File: src/rtl/ocra1_rx.sv
// OCRA1 DAC serial-link receiver: oversamples the four-channel SPI stream, deframes 24-bit
// words, decodes DAC/control writes and loads the output codes on a falling edge of ldacn.
module ocra1_rx #(
    parameter int unsigned SYNC_STAGES = 2
) (
    input  logic        clk,
    input  logic        rst,
    input  logic        oc1_clk_i,
    input  logic        oc1_syncn_i,
    input  logic        oc1_ldacn_i,
    input  logic        oc1_sdox_i,
    input  logic        oc1_sdoy_i,
    input  logic        oc1_sdoz_i,
    input  logic        oc1_sdoz2_i,
    output logic [23:0] wordx_o,
    output logic [23:0] wordy_o,
    output logic [23:0] wordz_o,
    output logic [23:0] wordz2_o,
    output logic        word_valid_o,
    output logic        frame_err_o,
    output logic [17:0] voutx_o,
    output logic [17:0] vouty_o,
    output logic [17:0] voutz_o,
    output logic [17:0] voutz2_o,
    output logic        ldac_o,
    output logic [3:0]  out_en_o
);

    localparam int unsigned NumIn = 7;

    typedef enum logic {StIdle, StShift} state_e;

    // Bit order: {sdoz2, sdoz, sdoy, sdox, ldacn, syncn, sclk}
    logic [NumIn-1:0]                  pins;
    logic [SYNC_STAGES-1:0][NumIn-1:0] sync_q;
    logic [NumIn-1:0]                  dly_q;
    logic [NumIn-1:0]                  last;
    logic [3:0]                        sdo;

    logic sclk_fall_q, sync_fall_q, sync_rise_q, ldac_fall_q;

    state_e           state_q;
    logic [4:0]       cnt_q;
    logic [3:0][23:0] shift_q;
    logic [3:0][23:0] word_q;
    logic [3:0][17:0] inr_q;
    logic [3:0][17:0] vout_q;
    logic [3:0]       en_q;
    logic             word_valid_q, frame_err_q, ldac_q;

    assign pins = {oc1_sdoz2_i, oc1_sdoz_i, oc1_sdoy_i, oc1_sdox_i,
                   oc1_ldacn_i, oc1_syncn_i, oc1_clk_i};
    assign last = sync_q[SYNC_STAGES-1];
    // The delay stage holds the sdo value seen at the sclk-fall detection cycle.
    assign sdo  = dly_q[6:3];

    always_ff @(posedge clk) begin
        if (rst) begin
            sync_q <= '1;
            dly_q  <= '1;
        end else begin
            sync_q[0] <= pins;
            for (int unsigned i = 1; i < SYNC_STAGES; i++) begin
                sync_q[i] <= sync_q[i-1];
            end
            dly_q <= last;
        end
    end

    always_ff @(posedge clk) begin
        if (rst) begin
            sclk_fall_q <= 1'b0;
            sync_fall_q <= 1'b0;
            sync_rise_q <= 1'b0;
            ldac_fall_q <= 1'b0;
        end else begin
            sclk_fall_q <= dly_q[0] & ~last[0];
            sync_fall_q <= dly_q[1] & ~last[1];
            sync_rise_q <= ~dly_q[1] & last[1];
            ldac_fall_q <= dly_q[2] & ~last[2];
        end
    end

    always_ff @(posedge clk) begin
        if (rst) begin
            state_q      <= StIdle;
            cnt_q        <= '0;
            shift_q      <= '0;
            word_q       <= '0;
            inr_q        <= '0;
            vout_q       <= '0;
            en_q         <= '0;
            word_valid_q <= 1'b0;
            frame_err_q  <= 1'b0;
            ldac_q       <= 1'b0;
        end else begin
            word_valid_q <= 1'b0;
            frame_err_q  <= 1'b0;
            ldac_q       <= 1'b0;
            // Loads the pre-decode input registers when coincident with a frame end.
            if (ldac_fall_q) begin
                vout_q <= inr_q;
                ldac_q <= 1'b1;
            end
            case (state_q)
                StIdle: begin
                    if (sync_fall_q) begin
                        state_q <= StShift;
                        cnt_q   <= '0;
                        shift_q <= '0;
                    end
                end
                StShift: begin
                    if (sync_rise_q) begin
                        state_q <= StIdle;
                        if (cnt_q == 5'd24) begin
                            word_valid_q <= 1'b1;
                            word_q       <= shift_q;
                            for (int c = 0; c < 4; c++) begin
                                if (shift_q[c][23:20] == 4'h1) begin
                                    inr_q[c] <= shift_q[c][19:2];
                                end else if (shift_q[c][23:20] == 4'h2) begin
                                    en_q[c] <= ~shift_q[c][2] & ~shift_q[c][3];
                                end
                            end
                        end else begin
                            frame_err_q <= 1'b1;
                        end
                    end else if (sclk_fall_q) begin
                        if (cnt_q != 5'd31) begin
                            cnt_q <= cnt_q + 5'd1;
                        end
                        for (int c = 0; c < 4; c++) begin
                            shift_q[c] <= {shift_q[c][22:0], sdo[c]};
                        end
                    end
                end
                default: state_q <= StIdle;
            endcase
        end
    end

    assign wordx_o      = word_q[0];
    assign wordy_o      = word_q[1];
    assign wordz_o      = word_q[2];
    assign wordz2_o     = word_q[3];
    assign voutx_o      = vout_q[0];
    assign vouty_o      = vout_q[1];
    assign voutz_o      = vout_q[2];
    assign voutz2_o     = vout_q[3];
    assign word_valid_o = word_valid_q;
    assign frame_err_o  = frame_err_q;
    assign ldac_o       = ldac_q;
    assign out_en_o     = en_q;

endmodule

File: config.mk
export PLATFORM = sky130hd
export DESIGN_NAME = ocra1_rx
export DESIGN_NICKNAME = d
export VERILOG_FILES = /design/src/rtl/ocra1_rx.sv
export SDC_FILE = /design/constraint.sdc
export NUM_CORES = 1
export LEC_CHECK = 0
export ABC_AREA = 1
export BUFFER_PORTS_ARGS = -buffer_cell sky130_fd_sc_hd__buf_2
export CAP_MARGIN = 20
export CORE_MARGIN = 2
export CORE_UTILIZATION = 30
export CTS_CLUSTER_DIAMETER = 80
export CTS_CLUSTER_SIZE = 8
export DETAILED_ROUTE_END_ITERATION = 8
export HOLD_SLACK_MARGIN = 0.03
export SKIP_CTS_REPAIR_TIMING = 1
export SLEW_MARGIN = 10
export SYNTH_ARGS = -nofsm -noshare
export SYNTH_HDL_FRONTEND = slang
export SYNTH_SLANG_ARGS = --single-unit
File: constraint.sdc
create_clock -name clk -period 2.81 [get_ports clk]
set_input_delay 0.562 -clock clk [delete_from_list [all_inputs] [get_ports clk]]
set_output_delay 0.562 -clock clk [all_outputs]
set_load 0.1 [all_outputs]
# [Word level (Yosys, flattened, before mapping)]
# Index checks and enable logic that the tools add are counted.
[totals] reg_bits=374 out_inout_bits=175
[op_classes] n_addsub=1 eq_ne=14 muxes=15 n_bitwise=26 reduce_logical=12
[op_table] operator="$mux 96" n=3
[op_table] operator="$pmux 96 s2" n=1
[op_table] operator="$mux 5" n=4
[op_table] operator="$reduce_and 4->1" n=5
[op_table] operator="$reduce_and 5->1" n=4
[op_table] operator="$not 1->1" n=18
[op_table] operator="$eq 4x1->1 const B" n=4
[op_table] operator="$eq 4x2->1 const B" n=4
[op_table] operator="$pmux 5 s2" n=1
[op_table] operator="$and 1x1->1" n=8
[op_table] operator="$ne 2x2->1 const B" n=3
[op_table] operator="$reduce_and 3->1" n=2
[op_table] operator="$add 5x1->5 const B" n=1
[op_table] operator="$eq 5x5->1 const B" n=1
[op_table] operator="$mux 1" n=5
[op_table] operator="$ne 5x5->1 const B" n=1
[op_table] operator="$reduce_or 3->1" n=1
[op_table] operator="$ne 2x1->1 const B" n=1
[op_table] operator="$pmux 1 s2" n=1

# [Longest topological paths before layout]
[depth] ltp_word=5 depth_mapped=11

# [Worst setup path after synthesis]
# OpenSTA, ideal clock, no wires.
[synth_timing] kind="reg-to-reg" from="register cnt_q[0]" to="register word_q (netlist bit wordx_o[11])" arrival_time_ns=1.430 path_slack_ns=1.313 path_stages_with_launch=12 path_buffers=2 synth_period_minus_slack_ns=1.497 path_cell_list="dfxtp_1 > inv_1 > ha_1 > nand2_1 > inv_1 > nand2_1 > nor2_4 > inv_2 > buf_4 > buf_2 > nor2_1 > nor2_1"
[synth_between] elab_chain_cells=2
[synth_lines] item="start: declaration" line="43" rtl="logic [4:0] cnt_q;"
[synth_lines] item="start signal: assignment" line="131" rtl="cnt_q <= cnt_q + 5'd1;"
[synth_lines] item="$eq 5x5->1" line="116" rtl="if (cnt_q == 5'd24) begin"
[synth_lines] item="$reduce_and 3->1 (no line)"
[synth_lines] item="end signal: assignment" line="118" rtl="word_q <= shift_q;"
[synth_lines] item="end: declaration" line="45" rtl="logic [3:0][23:0] word_q;"
# No other way between the ends.
# A chain may end at the register's enable or synchronous reset.

# [Worst setup path in the final report]
[layout_timing] from="register cnt_q[0]" to="register inr_q[15] (netlist name)"
[layout_between] elab_chain_cells=2
[layout_lines] item="$eq 5x5->1" line="116"
[layout_lines] item="$reduce_and 4->1 (no line)"
[layout_lines] item="end signal: indexed assignment" line="121" rtl="inr_q[c] <= shift_q[c][19:2];"
[layout_lines] item="end: declaration" line="46" rtl="logic [3:0][17:0] inr_q;"
# No other way between the ends.

==> out/qor.log <==
INFO  power_and_ir_drop reported_leakage_power=0.006929uW
INFO  timing         fin_tns_setup=0ps
INFO  synthesis      synth.net_count=1558
INFO  route          vias=10.87k
INFO  grt            largest_net_degree_at_the_start_of_global_routing=140
INFO  die            ioPinCount=184
INFO  synthesis      synth_enable_flop_cells=0
INFO  clock_network  cts-root-to-sink-buffers=3
INFO  placement      io_buffer_count=183
INFO  die            die_y=212.3microns
INFO  synthesis      synth_simple_gate_area_share=21.60%
INFO  finish         layout_common_cells=sky130_fd_sc_hd__nor2_1, sky130_fd_sc_hd__dfxtp_1, sky130_fd_sc_hd__buf_2
INFO  finish         drive_gt1_share=18.28%
INFO  clock_network  cts-root-buf=sky130_fd_sc_hd__clkbuf_16
INFO  finish         insertedDiodeCount=0
INFO  timing         worst_pin_slew=758.6ps
INFO  timing         rsz_0062_raised_after_global_routing=no
INFO  grt            number_of_antenna_violations_at_the_first_check_in_global_routing=0
INFO  timing         fmax=487.4MHz
INFO  route          drcViolationCount=0
INFO  synthesis      ys_ff_latch=374
INFO  timing         finClkSkew=18.31ps
INFO  synthesis      syn-instance-count=1546
INFO  flow_run       timing.max_cap.violations=0
INFO  synthesis      async_flop_share=0%
INFO  clock_network  clkSlewWorstSetupHoldPaths=50ps
INFO  synthesis      yosys-mux-area-fraction=0%
INFO  hold_path      min-delay-path-class=primary input to register
INFO  outcome        status=finished, final reports clean
INFO  synthesis      xor_xnor_fraction_of_synth_area=0%
INFO  placement      hpwl=22.03mm
INFO  clock_network  cts.htree.levels=2
INFO  timing         relSlewSlack=49.42%
INFO  synthesis      synth_top_family_by_area=simple AND/OR/NAND/NOR gates
INFO  die            die-width=212.3microns
INFO  worst_setup_path crit_type=register to register
INFO  route          wire_per_inst=15.62microns
INFO  clock_network  tritoncts_clock_tree=built
INFO  power_and_ir_drop worst_ir_drop_vdd=0.3776mV
INFO  route          drtIter0Drc=721
INFO  timing         setup_viol=0
INFO  synthesis      synth_adder_area_share=0.2884%
INFO  grt            number_of_global_route_vias_before_repair=10.46k
INFO  worst_setup_path endpoint_kind=register
INFO  grt            grt_pass1_wl=56.97mm
INFO  synthesis      ys_seq_area_share=57.53%
INFO  timing         post-route-min-period=2052ps
INFO  route          drt_first_pass_iters=5
INFO  worst_setup_path cp.required=3230ps
INFO  die            row_count=76
INFO  grt            grt_overflow=0
INFO  finish         flow.area_growth_from_synthesis=21.06%
INFO  synthesis      synth_compound_area_share=15.38%
INFO  clock_network  clk_latency=570ps
INFO  route          post_drt_via_cell_ratio=4.778
INFO  finish         final_common_cell=sky130_fd_sc_hd__nor2_1
INFO  synthesis      synth-main-ff-cell=sky130_fd_sc_hd__dfxtp_1
INFO  synthesis      ys.warnings.count=0
INFO  placement      gp_congestion=0.7873
INFO  worst_setup_path critical_path.max_fanout=28
INFO  route          routed_wl=35.54mm
INFO  route          route.antenna.remaining_nets=0
INFO  synthesis      mappedNetlistArea=0.01301sqmm
INFO  finish         nets=1700
INFO  die            core_region_area=0.04298sqmm
INFO  timing         hold_slack=188.3ps
INFO  clock_network  cts_inserted_buffers=52
INFO  finish         num-fill-cells=4472
INFO  timing         slew_violations=0
INFO  synthesis      synth.distinct_cells=24
INFO  power_and_ir_drop power.density_cell_area=718.4mW/mm^2
INFO  clock_network  clock_sink_count=374
INFO  die            die_area=0.04506sqmm
INFO  synthesis      avgSynthCellArea=8.418squm
INFO  grt            total_global_route_track_usage=15.80%
INFO  timing         final.period_utilization=73.02%
INFO  die            floorplan.initialDensity=30.28%
INFO  worst_setup_path crit_path_start_kind=register
INFO  worst_setup_path cp_data_arrival_time=2470ps
INFO  timing         finalHoldViolations=0
final timing paths:
check / from / to / slack [ps] / cells past startpoint
max: cnt_q[0] / inr_q[15] / 760 / 8
min: oc1_sdoz2_i / sync_q[6] / 190 / 2
max reg2reg: cnt_q[0] / inr_q[15] / 760 / 8
min reg2reg: dly_q[2] / ldac_fall_q / 400 / 2
layout make-up:
class / count / area [sq um] / share of cell area [%]
sequential: 374 / 7488 / 47.53
multi-input combinational: 1019 / 4863 / 30.87
clock buffer: 54 / 1340 / 8.505
timing repair buffer: 208 / 1185 / 7.520
tap: 585 / 732.0 / 4.645
inverter: 33 / 130.1 / 0.8259
clock inverter: 2 / 17.52 / 0.1112
cells in the mapped netlist (11+ instances only):
master	instances	share of area, %
sky130_fd_sc_hd__nand2_1	112	3.2
sky130_fd_sc_hd__o21ai_1	11	0.42
sky130_fd_sc_hd__nor2_1	429	12
sky130_fd_sc_hd__a21oi_1	93	3.6
sky130_fd_sc_hd__clkbuf_1	72	2.1
sky130_fd_sc_hd__inv_1	27	0.78
sky130_fd_sc_hd__nand4_1	76	3.7
sky130_fd_sc_hd__buf_4	14	0.81
sky130_fd_sc_hd__buf_2	33	1.3
sky130_fd_sc_hd__dfxtp_1	374	58
sky130_fd_sc_hd__or2_2	24	1.2
sky130_fd_sc_hd__o21ai_0	152	5.8
sky130_fd_sc_hd__a22oi_1	96	5.5
state kept, by name (all words and copies together), names as in the netlist, 4 cells and up:
register,cells
cnt_q,5
dly_q,7
inr_q,72
last,7
out_en_o,4
shift_q,96
sync_q,7
voutx_o,18
vouty_o,18
voutz2_o,18
voutz_o,18
wordx_o,24
wordy_o,24
wordz2_o,24
wordz_o,24
cell families (layout without fill, tap and decap cells):
kind of cell | after synthesis | in the layout
AOI/OAI and AO/OA | 352 | 352
buffers and inverters | 153 | 297
DFF | 374 | 374
and+or+nand+nor | 664 | 664
adders and majority gates | 3 | 3
layer usage:
metal	global-route usage [%]	share of wire [%]
met1	21.33	47
met2	25.23	45
met3	3.781	6.0
met4	4.316	1.9
met5	0	0
report_power, final:
group / internal [uW] / total (uW) / switching (uW)
registers: 5370 / 5390 / 20.8
clock network: 3300 / 5420 / 2120
logic: 76.9 / 513 / 436
total: 8750 / 11300 / 2570
worst max-delay path, stage by stage, from the launching register on:
cell	delay (ps)
sky130_fd_sc_hd__dfxtp_1	330
sky130_fd_sc_hd__inv_1	80
sky130_fd_sc_hd__ha_1	140
sky130_fd_sc_hd__nand2_1	100
sky130_fd_sc_hd__nor2_4	220
sky130_fd_sc_hd__buf_4	370
sky130_fd_sc_hd__nand3_2	420
sky130_fd_sc_hd__nand2_1	180
sky130_fd_sc_hd__a21oi_1	80
metrics by stage:
step	instance area [sq um]	power [uW]	setup slack (ps)	cells	util [%]
2_1_floorplan	13020	5899	1313	1546	-
3_3_place_gp	14400	6005	806.7	2219	33.50
3_5_place_dp	14400	6008	741.9	2219	33.50
4_1_cts	15760	11510	753.0	2275	36.66
5_1_grt	15760	11750	502.0	2275	36.66
6_report	15760	11320	758.2	2275	36.66
(Power assumes the default switching activity.)
